**config.mk**
```make
export PLATFORM = sky130hd
export DESIGN_NAME = mem_bus_seq
export DESIGN_NICKNAME = d
export VERILOG_FILES = /design/src/rtl/cpu_pkg.sv /design/src/rtl/mem_bus_seq.sv
export SDC_FILE = /design/constraint.sdc
export NUM_CORES = 1
export LEC_CHECK = 0
export CORE_MARGIN = 3
export CORE_UTILIZATION = 35
export DETAILED_ROUTE_END_ITERATION = 10
export GPL_ROUTABILITY_DRIVEN = 0
export PLACE_DENSITY = 0.66
export SYNTH_ARGS = -nofsm -noshare
export SYNTH_HDL_FRONTEND = slang
export SYNTH_SLANG_ARGS = --single-unit
```
**constraint.sdc**
```tcl
create_clock -name clk -period 1.91 [get_ports clk]
set_input_delay 0.191 -clock clk [delete_from_list [all_inputs] [get_ports clk]]
set_output_delay 0.191 -clock clk [all_outputs]
set_load 0.01 [all_outputs]
```
**src/rtl/cpu_pkg.sv**
```systemverilog
// Shared CPU definitions: bus T-state encoding, bus request bundle, wait limit default.
package cpu_pkg;

    typedef enum logic [1:0] {
        T1 = 2'd0,
        T2 = 2'd1,
        T3 = 2'd2,
        T4 = 2'd3
    } bus_tstate_t;

    typedef struct packed {
        logic        we;
        logic [15:0] addr;
        logic [7:0]  wdata;
    } bus_req_t;

    localparam logic [7:0] BUS_WAIT_MAX_DEFAULT = 8'd255;

endpackage

```
**src/rtl/mem_bus_seq.sv**
```systemverilog
// M-cycle bus sequencer: steps one byte read/write through T1..T4 on the
// external memory bus and holds the M-cycle address for the IDU.
//
// state  | meaning
// -------+------------------------------------------------------------
// IDLE   | no transfer; strobes low; idu_addr holds last address
// T1     | address driven on bus_addr/idu_addr; bus_rd raised for reads
// T2     | read strobe held; write strobe and write data driven
// T3     | strobes held; bus_wait stalls here, bounded by WAIT_LIMIT
// T4     | strobes low; rsp_valid/mcycle_end pulse; next request accepted
module mem_bus_seq
    import cpu_pkg::*;
#(
    parameter bit          IDLE_HOLD_ADDR = 1'b1,
    parameter int unsigned WAIT_LIMIT     = BUS_WAIT_MAX_DEFAULT
) (
    input  logic        clk,
    input  logic        rst_n,
    input  logic        req_valid,
    input  logic        req_we,
    input  logic [15:0] req_addr,
    input  logic [7:0]  req_wdata,
    output logic        req_ready,
    output logic [15:0] idu_addr,
    output logic [15:0] bus_addr,
    output logic        bus_rd,
    output logic        bus_wr,
    output logic [7:0]  bus_wdata,
    input  logic [7:0]  bus_rdata,
    input  logic        bus_wait,
    output logic        rsp_valid,
    output logic [7:0]  rsp_rdata,
    output logic [1:0]  tstate,
    output logic        mcycle_end,
    output logic        wait_timeout
);

    typedef enum logic [2:0] {
        S_IDLE,
        S_T1,
        S_T2,
        S_T3,
        S_T4
    } seq_state_t;

    // Counter value on the wait cycle that exhausts the limit.
    localparam logic [7:0] LP_WAIT_LAST = 8'(WAIT_LIMIT - 1);

    seq_state_t  r_state;
    seq_state_t  w_next_state;
    bus_tstate_t w_tstate;
    logic        w_req_ready;
    logic        w_accept;
    logic        w_timeout_hit;

    bus_req_t    r_req;
    logic [15:0] r_bus_addr;
    logic [15:0] r_idu_addr;
    logic        r_bus_rd;
    logic        r_bus_wr;
    logic [7:0]  r_bus_wdata;
    logic        r_rsp_valid;
    logic [7:0]  r_rsp_rdata;
    logic [7:0]  r_wait_cnt;
    logic        r_wait_timeout;

    // State register.
    always_ff @(posedge clk or negedge rst_n) begin
        if (!rst_n) begin
            r_state <= S_IDLE;
        end else begin
            r_state <= w_next_state;
        end
    end

    // Next-state decode, T-state reporting and request handshake.
    always_comb begin
        w_next_state  = r_state;
        w_tstate      = T1;
        w_req_ready   = 1'b0;
        w_timeout_hit = 1'b0;
        case (r_state)
            S_IDLE: begin
                w_req_ready = 1'b1;
                if (req_valid) begin
                    w_next_state = S_T1;
                end
            end
            S_T1: begin
                w_tstate     = T1;
                w_next_state = S_T2;
            end
            S_T2: begin
                w_tstate     = T2;
                w_next_state = S_T3;
            end
            S_T3: begin
                w_tstate = T3;
                if (bus_wait) begin
                    if (r_wait_cnt == LP_WAIT_LAST) begin
                        w_timeout_hit = 1'b1;
                        w_next_state  = S_T4;
                    end
                end else begin
                    w_next_state = S_T4;
                end
            end
            S_T4: begin
                w_tstate     = T4;
                w_req_ready  = 1'b1;
                w_next_state = req_valid ? S_T1 : S_IDLE;
            end
            default: begin
                w_next_state = S_IDLE;
            end
        endcase
        w_accept = req_valid & w_req_ready;
    end

    // Request latch, bus drivers, wait counter and response capture.
    always_ff @(posedge clk or negedge rst_n) begin
        if (!rst_n) begin
            r_req          <= '0;
            r_bus_addr     <= 16'h0000;
            r_idu_addr     <= 16'h0000;
            r_bus_rd       <= 1'b0;
            r_bus_wr       <= 1'b0;
            r_bus_wdata    <= 8'h00;
            r_rsp_valid    <= 1'b0;
            r_rsp_rdata    <= 8'h00;
            r_wait_cnt     <= 8'h00;
            r_wait_timeout <= 1'b0;
        end else begin
            r_rsp_valid <= 1'b0;
            if (w_accept) begin
                r_req      <= '{we: req_we, addr: req_addr, wdata: req_wdata};
                r_bus_addr <= req_addr;
                r_idu_addr <= req_addr;
                r_bus_rd   <= ~req_we;
                r_bus_wr   <= 1'b0;
                r_wait_cnt <= 8'h00;
            end else begin
                case (r_state)
                    S_T1: begin
                        if (r_req.we) begin
                            r_bus_wr    <= 1'b1;
                            r_bus_wdata <= r_req.wdata;
                        end
                    end
                    S_T3: begin
                        if (w_next_state == S_T4) begin
                            r_bus_rd    <= 1'b0;
                            r_bus_wr    <= 1'b0;
                            r_rsp_valid <= 1'b1;
                            if (w_timeout_hit) begin
                                r_wait_timeout <= 1'b1;
                            end else if (!r_req.we) begin
                                r_rsp_rdata <= bus_rdata;
                            end
                        end else begin
                            r_wait_cnt <= r_wait_cnt + 8'd1;
                        end
                    end
                    S_T4: begin
                        // Returning to IDLE: optionally park the address bus at zero.
                        if (!IDLE_HOLD_ADDR) begin
                            r_bus_addr <= 16'h0000;
                        end
                    end
                    default: begin
                    end
                endcase
            end
        end
    end

    assign req_ready    = w_req_ready;
    assign tstate       = w_tstate;
    assign mcycle_end   = (r_state == S_T4);
    assign idu_addr     = r_idu_addr;
    assign bus_addr     = r_bus_addr;
    assign bus_rd       = r_bus_rd;
    assign bus_wr       = r_bus_wr;
    assign bus_wdata    = r_bus_wdata;
    assign rsp_valid    = r_rsp_valid;
    assign rsp_rdata    = r_rsp_rdata;
    assign wait_timeout = r_wait_timeout;

endmodule

```
==> results.ini, run 1 <==
[run_status]
status = completed

[critical_path]
cp.required_ns = 1.72
start_kind = flip-flop
crit_slowest_cell = clkdlybuf4s50_1
cp_cell_sequence = nor2_1 -> clkdlybuf4s50_1
slowest_delay_ns = 0.57
worstPathMaxFanout = 9
cp_data_arrival_time_ns = 1.58
path_buf_inv = 1
end_kind = output pin
critPathTopFamily = buffers and inverters
crit_type = reg2out

[grt]
grt.busiest_layer = met2
grt_usage_pct = 13.4
met2_usage_pct = 21.6
antenna_found_initial = 0
grt_pass1_vias = 1858
grt_max_degree = 40
grt_pass1_wl_um = 8420
grt.overflow.total = 0
use_met3_pct = 3.10
gr-usage-met1_pct = 17.3

[routing]
route.detailed.drc = 0
drt_iter0_drc = 39
via_per_inst = 4.62
routed_wl_um = 5200
routedWlPerCell_um = 12.5
ant_nets = 0
firstDrtPassIters = 4
vias = 1918

[clock_network]
tritoncts = built
clkLatencyLatePin_ns = 0.31
clock_path_buffers = 2
cts_buffers = 5
cts_sinks = 56
clkTransAtPathRegs_ns = 0.09
cts-root-buf = clkbuf_8
htreeDepth = 2

[placed_design]
dpl_cell_area_mm2 = 0.00337
pre_cts_slack_ns = 0.0244
io_buffers = 92
hpwlAfterDp_um = 3870

[logic_synthesis]
ys_warn_count = 0
synth_compound_area_share_pct = 3.63
synthCells = 236
synth_mux_area_share_pct = 9.01
synth_top_cell_by_area = dfrtp_1
synth_top_cells_by_count = 85 x nand2_1, 56 x dfrtp_1, 17 x buf_4
synth_xor_area_share_pct = 0.716
yosys.area_share.simple_pct = 20.7
ys_ff_latch = 56
async_flop_share_pct = 100
synth_fa_ha_area_share_pct = 1.02
netlist_area_mm2 = 0.00244
ys_types = 32
synth_area_leaders = dfrtp_1 57%, nand2_1 13%, mux2_2 7.4%
synth_ff_type = dfrtp_1
syn_nets = 275
synth_top_family_by_area = simple AND/OR/NAND/NOR gates
yosysMostFrequentCell = nand2_1
synth_top_cell_area_share_pct = 57.3
synth-edff-count = 0
avgSynthCellArea_um2 = 10.4
synth-seq-area-share_pct = 57.3

[sta]
fin_ws_ns = 0.135
fmax_mhz = 563
fin_worst_skew_ns = 0.0122
setup-violations-final = 0
grt_setup_unrepaired = no
max-slew-margin-rel_pct = 67.2
tightest_slew_ns = 0.479
min_period_ns = 1.77
period_share_pct = 92.9
hold_viol = 0
setup_tns_ns = 0
timing.hold.ws_ns = 0.343
slew_violations = 0

[cells_and_area]
final.fill_count = 597
area_delta_synth_final_pct = 45.0
drive_gt1_share_pct = 13.7
antenna_cells = 0
fin_area_mm2 = 0.00354
nNetsFinal = 360

[die]
die_area_mm2 = 0.00802
die_w_um = 89.6
pin_count = 93
coreArea_mm2 = 0.00657
start_util_pct = 37.2
die_h_um = 89.6
placementRows = 29

[flow_run]
max_cap_viol_count = 0

[pwr]
power_density_mw_per_mm2 = 1480
power_uw = 5240
peakVddDrop_mv = 0.667
leakagePower_uw = 0.00166

[worst_hold_path]
min_path_type = in2async

-- where the power goes --
| part | leakage (µW) | total, µW | internal [µW] | switching (µW) |
|---|---|---|---|---|
| Sequential | 0.000703 | 2040 | 1680 | 358 |
| Clock | 0.0000558 | 777 | 397 | 380 |
| Combinational | 0.000898 | 2420 | 1440 | 979 |
| Total | 0.00166 | 5240 | 3520 | 1720 |
-- stage by stage --
step / util (%) / cells
3_5_place_dp: 51.3 / 401
4_1_cts: 53.3 / 410
6_report: 54.0 / 415
2_1_floorplan: - / 236
3_3_place_gp: 51.3 / 401
5_1_grt: 54.0 / 415
-- state kept, by name, indices dropped and copies added, names as in the netlist --
name          cells
bus_wdata         8
idu_addr         16
r_req             9
rsp_rdata         8
r_wait_cnt        8
wait_timeout      1
bus_rd            1
bus_wr            1
rsp_valid         1
r_state           3
-- repair_timing --
item | in CTS | in global routing
gates resized for setup | 4 | 2
pin swaps | 0 | 1
setup buffers | 0 | 5
hold buffers | 1 | 0
endpoints found under the setup margin | 2 | 1
endpoints found under the hold margin | 17 | 0
-- layout by cell type (no fill, tap or decap), drive strengths merged, types with 3 or more instances in the layout --
| cell type | n |
|---|---|
| a21oi | 7 |
| o21ai | 3 |
| clkbuf | 6 |
| nand2 | 85 |
| mux2 | 16 |
| mux2i | 4 |
| nor2 | 6 |
| nor3 | 4 |
| inv | 4 |
| nand3 | 4 |
| dfrtp | 56 |
| clkdlybuf4s50 | 89 |
| buf | 12 |
-- worst paths after layout --
kind	from	endpoint	slack [ns]	depth (start not counted)
setup / recovery	r_state[1]$_DFF_PN0_	req_ready	0.14	2
hold / removal	rst_n	r_wait_cnt[7]$_DFFE_PN0P_	0.34	2
setup reg to reg	r_wait_cnt[0]$_DFFE_PN0P_	r_wait_cnt[5]$_DFFE_PN0P_	0.17	6
hold reg to reg	wait_timeout$_DFFE_PN0P_	wait_timeout$_DFFE_PN0P_	0.47	1
max in group asynchronous	rst_n	r_req[0]$_DFFE_PN0P_	1.03	3
min in group clk	req_addr[8]	idu_addr[8]$_DFFE_PN0P_	0.40	3
-- cell type report --
cell class                 instances  area [µm²]  share of cell area (%)
clock buffer                       6        72.6                    2.05
clock inverter                     2        38.8                    1.09
inverter                           3        11.3                   0.318
multi-input combinational        151         875                    24.7
sequential                        56        1410                    39.6
tap                               93         116                    3.28
timing repair buffer             104        1030                    28.9
-- routing by layer --
layer / part of all wire [%] / wire (µm)
met4: 1.8 / 91
met3: 6.7 / 349
met2: 45 / 2350
met5: 0 / 0
met1: 46 / 2410
-- worst register-to-register path: stages, from the launching register on --
cell and delay [ns]:
dfrtp_1 0.42, inv_1 0.06, ha_1 0.20, and2_1 0.17, and2_1 0.20, or4_1 0.48
a21oi_1 0.15
-- kinds of logic (layout without fill, tap and decap cells) --
kind of cell	after synthesis	count (layout)
compound gates	15	15
buf+inv	29	115
simple gates	112	112
xor+xnor	2	2
fa+ha+maj	2	2
flops	56	56
mux	20	20
No activity file was read; power rests on OpenSTA's default activity.
==> inputs of run 2 (changes only) <==
--- a/config.mk
+++ b/config.mk
@@ -7,9 +7,11 @@
 export LEC_CHECK = 0
 export CORE_MARGIN = 3
 export CORE_UTILIZATION = 35
+export CTS_CLUSTER_SIZE = 30
 export DETAILED_ROUTE_END_ITERATION = 10
 export GPL_ROUTABILITY_DRIVEN = 0
 export PLACE_DENSITY = 0.66
+export REMOVE_ABC_BUFFERS = 1
 export SYNTH_ARGS = -nofsm -noshare
 export SYNTH_HDL_FRONTEND = slang
 export SYNTH_SLANG_ARGS = --single-unit
==> run 2 against run 1 <==
  * Routed wire length grew 6.7%
  * Final area up 0.39%
  * Critical path depth grew 2
  * Clock skew fell by 0.0019 ns
  * Worst hold slack better by 0.052 ns
  * Die area stayed put
  * First-iteration DRC count rose by 140%
  * Final cell count increased by 0.48%
  * Flip-flop and latch count unchanged
  * Fmax decreased by 3.5%
  * Largest cell class unchanged
==> results.ini, run 2 (synthesis results as in run 1) <==
[critical_path]
crit_type = reg2out
end_kind = output pin
worstPathMaxFanout = 5  ; -4
cp.required_ns = 1.72  ; about the same
start_kind = flip-flop
cp_data_arrival_time_ns = 1.65  ; +0.07 ns

[clock_network]
cts-root-buf = clkbuf_8
tritoncts = built
cts_buffers = 5  ; unchanged
clock_path_buffers = 2  ; unchanged
clkTransAtPathRegs_ns = 0.10  ; about the same
cts_sinks = 56  ; unchanged
htreeDepth = 2  ; unchanged
clkLatencyLatePin_ns = 0.31  ; about the same

[placed_design]
hpwlAfterDp_um = 4030  ; +4.1%
io_buffers = 92  ; unchanged
dpl.cell_count = 401  ; unchanged
dpl_cell_area_mm2 = 0.00340  ; +0.74%

[pwr]
leakagePower_uw = 0.00165  ; -0.21%
power_density_mw_per_mm2 = 1460  ; -1.2%
peakVddDrop_mv = 0.664  ; -0.40%

[die]
pin_count = 93  ; unchanged
coreArea_mm2 = 0.00657  ; unchanged
placementRows = 29  ; unchanged
start_util_pct = 37.2  ; unchanged
die_area_mm2 = 0.00802  ; unchanged
die_w_um = 89.6  ; unchanged
die_h_um = 89.6  ; unchanged

[cells_and_area]
finalNonFillerCells = 417  ; +0.48%
final_common_cell = clkdlybuf4s50_1
fin_area_mm2 = 0.00356  ; +0.39%
area_delta_synth_final_pct = 45.5
final_cell_mix = 90 x clkdlybuf4s50_1, 85 x nand2_1, 53 x dfrtp_1
drive_gt1_share_pct = 14.2  ; +0.53 points
final.fill_count = 597  ; unchanged
antenna_cells = 0  ; unchanged
largest_reg_flops = 16  ; unchanged
nNetsFinal = 362  ; +0.56%

[sta]
min_period_ns = 1.84  ; +0.0636 ns
period_share_pct = 96.2  ; +3.3 points
hold_viol = 0  ; unchanged
fmax_mhz = 544  ; -3.5%
fin_worst_skew_ns = 0.0103  ; -0.00195 ns
max-slew-margin-rel_pct = 61.4  ; -5.8 points
setup-violations-final = 0  ; unchanged
tightest_slew_ns = 0.579  ; +0.100 ns
slew_violations = 0  ; unchanged

[grt]
grt_pass1_vias = 2010  ; +8.2%
grt_usage_pct = 14.8  ; +1.4 points
grt.overflow.total = 0  ; unchanged
antenna_found_initial = 0  ; unchanged
grt_pass1_wl_um = 9150  ; +8.7%
grt_max_degree = 33  ; -18%

[routing]
routedWlPerCell_um = 13.3  ; +6.2%
drt_iter0_drc = 92  ; +140%
routed_wl_um = 5540  ; +6.7%
vias = 1914  ; -0.21%
ant_nets = 0  ; unchanged
firstDrtPassIters = 4  ; unchanged
route.detailed.drc = 0  ; unchanged
via_per_inst = 4.59  ; -0.69%

[run_status]
status = completed

[worst_hold_path]
min_path_type = in2reg

[flow_run]
max_cap_viol_count = 0  ; unchanged

[run 2: routing by layer]
layer	track usage (%)	part of all wire, %	vias up
met5	0	0	-
met4	5.28	1.3	0
met3	4.93	7.3	6
met2	23.3	47	66
met1	19.1	44	917
li1	-	-	925
[run 2: cell type report]
class	instances	area [µm²]	area share [%]
flip-flops and latches	56	1410	39.5
repair buffers	106	1060	29.9
multi-input cells	151	876	24.6
well taps	93	116	3.27
clock buffers	6	72.6	2.04
clock inverters	2	13.8	0.387
inverters	3	11.3	0.316
[run 2: where the power goes]
| group | total, µW | switching, µW | internal (µW) | leakage [µW] |
|---|---|---|---|---|
| logic | 2510 | 1020 | 1490 | 0.000905 |
| registers | 2040 | 363 | 1680 | 0.000703 |
| clock network | 644 | 382 | 262 | 0.0000456 |
[run 2: critical path: stages, from the launching register on]
cell,delay [ns]
dfrtp_2,0.44
buf_4,0.14
xnor2_1,0.11
nor2_1,0.09
clkdlybuf4s50_1,0.55
[run 2: metrics by stage]
stage	setup WS [ns]	power [µW]	setup TNS [ns]	hold WS (ns)	utilization (%)
final	0.0717	5200	0	0.395	54.2
after global routing	-0.0308	5590	-0.0308	0.381	54.2
after floorplan	-0.793	3010	-19.99	-0.105	-
after CTS	0.0129	5210	0	0.379	53.7
after detailed placement	0.0838	4510	0	0.234	51.7
after global placement	0.139	4460	0	0.223	51.7
[run 2: worst paths after layout]
path,startpoint,to,slack [ns],cells after the start
worst max-delay path,r_state[2]$_DFF_PN0_,tstate[0],0.07,4
worst min-delay path,req_addr[1],idu_addr[1]$_DFFE_PN0P_,0.40,3
worst max register to register,r_wait_cnt[0]$_DFFE_PN0P_,r_wait_cnt[5]$_DFFE_PN0P_,0.15,6
worst min register to register,r_req[1]$_DFFE_PN0P_,r_req[1]$_DFFE_PN0P_,0.48,2
max in group asynchronous,rst_n,r_state[1]$_DFF_PN0_,0.90,3
min in group asynchronous,rst_n,rsp_rdata[1]$_DFFE_PN0P_,0.42,2
[run 2: what timing repair did]
item / in CTS / in global routing
pin swaps: 0 / 1
cloned: 0 / 0
buffers inserted: 3 / 4
setup endpoints to repair: 2 / 2
hold buffers: 1 / 0
endpoints found under the hold margin: 24 / 0
gates resized for setup: 4 / 2
